[src/rtl/fpu_rr_arbiter.sv]
// rtl/fpu_rr_arbiter.sv - round-robin arbiter sharing one fixed-latency FP32 unit
// Grants one requester per cycle, registers its operands onto the FPU and routes results back by tag.
module fpu_rr_arbiter #(
  parameter int NUM_REQ = 4,
  parameter int FPU_LAT = 3,
  parameter int OPW     = 2
) (
  input  logic                   clk,
  input  logic                   rst_n,
  input  logic [NUM_REQ-1:0]     req_valid,
  input  logic [NUM_REQ*OPW-1:0] req_op,
  input  logic [NUM_REQ*32-1:0]  req_a,
  input  logic [NUM_REQ*32-1:0]  req_b,
  output logic [NUM_REQ-1:0]     req_ready,
  output logic                   fpu_valid,
  output logic [OPW-1:0]         fpu_op,
  output logic [31:0]            fpu_a,
  output logic [31:0]            fpu_b,
  input  logic [31:0]            fpu_result,
  output logic [NUM_REQ-1:0]     rsp_valid,
  output logic [31:0]            rsp_data,
  output logic                   busy
);

  localparam int TW = (NUM_REQ > 1) ? $clog2(NUM_REQ) : 1;

  logic [TW-1:0]      ptr_q, ptr_d;
  logic [TW-1:0]      grant_idx;
  logic [NUM_REQ-1:0] grant;
  logic               hs;

  logic               fpu_valid_q;
  logic [OPW-1:0]     fpu_op_q;
  logic [31:0]        fpu_a_q, fpu_b_q;
  logic [TW-1:0]      issue_tag_q;

  logic [FPU_LAT-1:0] stg_vld_q;
  logic [TW-1:0]      stg_tag_q [FPU_LAT];

  logic [NUM_REQ-1:0] rsp_valid_q;
  logic [31:0]        rsp_data_q;

  // Scan from the pointer upward with modulo wrap; first valid requester wins.
  always_comb begin
    logic [TW:0]   sum;
    logic [TW-1:0] idx;
    logic          found;
    grant     = '0;
    grant_idx = '0;
    found     = 1'b0;
    sum       = '0;
    idx       = '0;
    for (int k = 0; k < NUM_REQ; k++) begin
      sum = {1'b0, ptr_q} + (TW+1)'(k);
      if (sum >= (TW+1)'(NUM_REQ)) sum = sum - (TW+1)'(NUM_REQ);
      idx = sum[TW-1:0];
      if (!found && req_valid[idx]) begin
        found      = 1'b1;
        grant[idx] = 1'b1;
        grant_idx  = idx;
      end
    end
  end

  assign req_ready = rst_n ? grant : '0;
  assign hs        = |req_ready;
  assign ptr_d     = (grant_idx == TW'(NUM_REQ-1)) ? '0 : grant_idx + 1'b1;

  always_ff @(posedge clk) begin
    if (!rst_n) begin
      ptr_q       <= '0;
      fpu_valid_q <= 1'b0;
      fpu_op_q    <= '0;
      fpu_a_q     <= '0;
      fpu_b_q     <= '0;
      issue_tag_q <= '0;
      stg_vld_q   <= '0;
      for (int i = 0; i < FPU_LAT; i++) stg_tag_q[i] <= '0;
      rsp_valid_q <= '0;
      rsp_data_q  <= '0;
    end else begin
      fpu_valid_q <= hs;
      if (hs) begin
        fpu_op_q    <= req_op[grant_idx*OPW +: OPW];
        fpu_a_q     <= req_a[grant_idx*32 +: 32];
        fpu_b_q     <= req_b[grant_idx*32 +: 32];
        issue_tag_q <= grant_idx;
        ptr_q       <= ptr_d;
      end
      // Owner tags travel alongside the FPU pipeline so the result lands on the right requester.
      stg_vld_q[0] <= fpu_valid_q;
      stg_tag_q[0] <= issue_tag_q;
      for (int i = 1; i < FPU_LAT; i++) begin
        stg_vld_q[i] <= stg_vld_q[i-1];
        stg_tag_q[i] <= stg_tag_q[i-1];
      end
      rsp_valid_q <= '0;
      if (stg_vld_q[FPU_LAT-1]) begin
        rsp_valid_q <= {{(NUM_REQ-1){1'b0}}, 1'b1} << stg_tag_q[FPU_LAT-1];
        rsp_data_q  <= fpu_result;
      end
    end
  end

  assign fpu_valid = fpu_valid_q;
  assign fpu_op    = fpu_op_q;
  assign fpu_a     = fpu_a_q;
  assign fpu_b     = fpu_b_q;
  assign rsp_valid = rsp_valid_q;
  assign rsp_data  = rsp_data_q;
  assign busy      = fpu_valid_q | (|stg_vld_q);

endmodule

[config.mk]
export PLATFORM = sky130hd
export DESIGN_NAME = fpu_rr_arbiter
export DESIGN_NICKNAME = d
export VERILOG_FILES = /design/src/rtl/fpu_rr_arbiter.sv
export SDC_FILE = /design/constraint.sdc
export NUM_CORES = 1
export LEC_CHECK = 0
export ABC_AREA = 1
export BUFFER_PORTS_ARGS = -buffer_cell sky130_fd_sc_hd__buf_2
export CAP_MARGIN = 20
export CORE_AREA = 2 2 184 186
export CTS_BUF_LIST = sky130_fd_sc_hd__clkbuf_16
export DETAILED_ROUTE_END_ITERATION = 6
export DIE_AREA = 0 0 186 188
export GPL_ROUTABILITY_DRIVEN = 0
export GPL_TIMING_DRIVEN = 0
export PLACE_DENSITY = 0.54
export SLEW_MARGIN = 20
export SYNTH_ARGS = -nofsm -noshare
export SYNTH_HDL_FRONTEND = slang
export SYNTH_SLANG_ARGS = --single-unit
[constraint.sdc]
create_clock -name clk -period 2.5 [get_ports clk]
set_input_delay 0.5 -clock clk [delete_from_list [all_inputs] [get_ports clk]]
set_output_delay 0.5 -clock clk [all_outputs]
set_load 0.02 [all_outputs]
# Word level (Yosys, flattened, before mapping)
# Memory sizes are Yosys's and may differ from the RTL's.
# Index checks and enable logic that the tools add are counted.
# classes
addsub	8
n_lt_le_gt_ge	12
eq_ne	1
shift	4
muxes	38
n_bitwise	7
n_reduce_logical	13
# ops
op	n
$shiftx 128x8->32	2
$mux 2	12
$mux 4	5
$mux 1	13
$lt 2x3->1 const B	4
$or 4x4->4	3
$ge 3x3->1 const B	3
$bmux 1 s2	4
$demux 1 s2	4
$ge 2x1->1 const B	4
$shiftx 8x4->2	1
$sub 2x1->2 const B	4
$logic_and 1x1->1	7
$add 2x2->3 const B	2
$or 1x1->1	4
$reduce_or 4->1	1
$shl 1x2->4 const A	1
$add 2x1->3 const B	1
$ge 2x3->1 const B	1
$logic_not 1->1	3
$reduce_or 3->1	1
$add 2x1->2 const B	1
$eq 2x2->1 const B	1
$reduce_and 2->1	1
# totals
reg_bits	110
mem_bits_rw	6
input_bits	302
output_inout_bits	108
mem_count	1
# mem_list
name	words	width	rd	rd_clocked_by_memory_dff	wr	line	source
stg_tag_q	3	2	3	0	3	38	logic [TW-1:0] stg_tag_q [FPU_LAT];

# Depth between registers and ports, before layout
# depth
depth_word	16
depth_mapped	18
mapped_depth_nobuf	15

# Worst setup path after synthesis
# No wires, ideal clock.
# synth_path
path_kind	register to register
from	reg ptr_q[1]
to	reg fpu_b_q[23], in the netlist fpu_b[23]
t_arrival_ps	2290
required_ps	2389
path_slack_ps	99
path_stages_with_launch	16
n_path_buf	1
synth_period_minus_slack_ps	2401
path_cell_list	dfxtp_1 > inv_1 > ha_1 > inv_1 > nand3_1 > nand2_1 > nor2_4 > xor2_2 > nand2_4 > nand2_4 > clkbuf_1 > nand2_1 > nand3_1 > nand2_1 > nor2_2 > nor2_2
# synth_between
elab_chain_len	16
word_cells_on_any_way	66
cone_classes	add/sub: 7; order compare: 12; shift: 1; mux: 32; bitwise: 3; reduce/logical: 11
# synth_rtl
item	line	source
start: declaration	27	logic [TW-1:0] ptr_q, ptr_d;
start signal: assignment	88	ptr_q <= ptr_d;
branches (longest 16 deep; another with $add 2x1->3)	-	
end signal: assignment	86	fpu_b_q <= req_b[grant_idx*32 +: 32];
end: declaration	34	logic [31:0] fpu_a_q, fpu_b_q;
# Several ways; the timed one is not identified. The select of a mux whose other input is x is not followed.
# A chain may end at the register's enable or synchronous reset.

# Worst setup path in the final report
# layout_path
from	reg ptr_q[1]
to	out req_ready[0]
# layout_between
elab_chain_len	15
word_cells_on_any_way	60
cone_classes	add/sub: 7; order compare: 12; mux: 28; bitwise: 3; reduce/logical: 10
# layout_rtl
item	line	source
branches (longest 13 deep; another with $add 2x1->3)	-	
$mux 4 *	57	if (!found && req_valid[idx]) begin
$mux 4 *	65	assign req_ready = rst_n ? grant : '0;
end: declaration	14	output logic [NUM_REQ-1:0] req_ready,
# Mark *: on every way between the ends. The select of a mux whose other input is x is not followed.

==> flow_metrics.tcl <==
set metrics [dict create \
    grt_overflow 0 \
    synth_edf_count 0 \
    drive_above_1_share_pct 40.4 \
    synthSimpleGateAreaFrac_pct 50.7 \
    critPathRequiredTime_ns 2.00 \
    wl_per_cell_um 16.2 \
    setup_viol 7 \
    fin_cells 2282 \
    synth_adder_area_share_pct 1.24 \
    first_pass_iters 5 \
    grt_max_degree 17 \
    clock-sinks 116 \
    finClkSkew_ns 0.0118 \
    yosys_warnings 0 \
    finalCritPeriodShare_pct 102 \
    die_y_um 188 \
    path_class "reg -> out" \
    cts_hold_buf 0 \
    die_w_um 186 \
    antenna_left 0 \
    syn_area_per_cell_sq_um 5.96 \
    arrival_ns 2.06 \
    fmax_ghz 0.391 \
    cts_tree "done" \
    htree_num_levels 4 \
    ios 410 \
    fin_nets 2128 \
    syn_area_sq_um 8100 \
    yosys.area_share.xor_xnor_pct 0.201 \
    syn_inst 1359 \
    worst_pin_slew_ns 0.854 \
    cts_max_path_buffers 2 \
    ys_seq_area_share_pct 28.7 \
    synth_top_family_by_area "simple AND/OR/NAND/NOR gates" \
    route.detailed.drc 0 \
    grt_pass1_wl_um 52000 \
    violations "setup timing" \
    final_common_cell "buf_2" \
    clk_latency_ns 0.42 \
    post-place-cells 2215 \
    layout_common_cells "buf_2, nand2_1, inv_1" \
    grt_pass1_vias 9458 \
    grt_setup_unrepaired "true" \
    worst_slack_ns -0.0590 \
    synth_ff_type "dfxtp_1" \
    io_buffers 408 \
    synth_mux_area_share_pct 0 \
    synth_seq_cells 116 \
    dpl.hpwl_um 27000 \
    nFillCells 3622 \
    antenna_found_initial 5 \
    min_path_type "in -> reg" \
    cts_inserted_buffers 17 \
    fin_crit_ns 2.56 \
    maxSlewHeadroom_pct 43.1 \
    track_usage_pct 19.5 \
    critPathLaunchType "flip-flop" \
    drv_cap 0 \
    end_kind "output pin" \
    dr_total_vias 9996 \
    status "finished, violations left" \
    dieArea_sq_um 35000 \
    first_iter_violations 539 \
    report.final.hold_viol_count 0 \
    final_max_slew_viol_count 0 \
    clk_pin_slew_ns 0.07 \
    synth-compound-area-share_pct 2.87 \
    dp_worst_setup_slack_ns -1.08 \
    synthesis.nets 1669 \
    num_rows 67 \
    wl_um 36900 \
    start_util_pct 24.5 \
    vias_per_cell 4.38 \
    async_flop_share_pct 0 \
    worstPathMaxFanout 6 \
    synth.distinct_cells 27 \
    core_sq_um 33100 \
    area_delta_synth_final_pct 59.2 \
    root_buffer "clkbuf_16" \
]
==> layout make-up <==
cell class | count | area (sq um) | share of cell area, %
Tap cell | 448 | 561 | 4.35
Inverter | 225 | 865 | 6.71
Antenna cell | 3 | 7.51 | 0.0582
Sequential cell | 116 | 2330 | 18.1
Multi-Input combinational cell | 928 | 5170 | 40.1
Buffer | 83 | 782 | 6.07
Clock buffer | 17 | 425 | 3.30
Clock inverter | 15 | 135 | 1.05
Timing Repair Buffer | 447 | 2610 | 20.3
==> metrics by stage <==
step	hold slack, ns	setup TNS, ns	instance area (sq um)	util, %
after CTS	0.282	-0.625	11800	35.7
after global placement	0.397	-57.24	10700	32.3
after detailed placement	0.398	-60.51	10700	32.3
final	0.303	-0.250	12900	38.9
after floorplan	0.390	0	8100	-
after global routing	0.285	-7.46	12900	38.9
==> what timing repair did <==
item,in CTS,in global routing
resized for setup,122,227
pin swaps,15,82
cloned,2,10
endpoints found under the setup margin,74,72
buffers inserted,20,8
==> registers in the layout, indices dropped and copies added (netlist names) <==
name,flops
fpu_a,32
fpu_b,32
fpu_op,2
fpu_valid,1
issue_tag_q,2
ptr_q,2
rsp_data,32
rsp_valid,4
stg_tag_q,6
stg_vld_q,3
==> Yosys cell counts, types with 3 or more instances <==
library cell / n / area share, %
dfxtp_1: 116 / 29
nand3_1: 145 / 9.0
buf_6: 8 / 1.1
inv_1: 220 / 10
a21boi_0: 5 / 0.46
a21oi_1: 4 / 0.25
o21ai_0: 35 / 2.2
nand3b_1: 132 / 12
nand3_2: 3 / 0.37
buf_1: 6 / 0.28
nor2_2: 23 / 1.8
buf_4: 8 / 0.74
clkbuf_1: 33 / 1.5
buf_2: 36 / 2.2
nor2_1: 178 / 8.2
nand4_1: 5 / 0.39
ha_1: 8 / 1.2
nand2_1: 375 / 17
nand2_2: 5 / 0.39
nand2_4: 3 / 0.42
==> final timing paths <==
path | from | end | slack, ns | cells after the start
setup / recovery | ptr_q[1]$_SDFFE_PN0P_ | req_ready[0] | -0.06 | 11
hold / removal | fpu_result[20] | rsp_data[20]$_SDFFE_PN0P_ | 0.30 | 3
setup reg to reg | ptr_q[1]$_SDFFE_PN0P_ | fpu_a[26]$_SDFFE_PN0P_ | -0.01 | 16
hold reg to reg | stg_tag_q[0][3]$_SDFF_PN0_ | stg_tag_q[0][5]$_SDFF_PN0_ | 0.41 | 2
==> cell families after synthesis <==
logic type      Yosys count
compound gates           44
flops                   116
buf+inv                 316
simple gates            874
xor+xnor                  1
fa+ha+maj                 8
==> metal layers <==
| metal | GRT usage, % | share of wire, % |
|---|---|---|
| met5 | 0 | 0.073 |
| met4 | 5.42 | 1.6 |
| met3 | 3.98 | 5.3 |
| met2 | 34.1 | 49 |
| met1 | 24.1 | 44 |
==> critical path, cell delays in order, from the launching register on <==
cell and delay (ns):
dfxtp_4 0.37, clkinvlp_4 0.11, ha_4 0.24, buf_6 0.13, nand3_4 0.07, nand2_4 0.05, nor2_4 0.25, a21oi_2 0.10
nand3_2 0.09, nand2_2 0.06, inv_2 0.07, buf_6 0.11
Power is left out: the tool's default activity adds up to more than one toggle a clock period on the data nets, which glitch-free logic cannot reach.
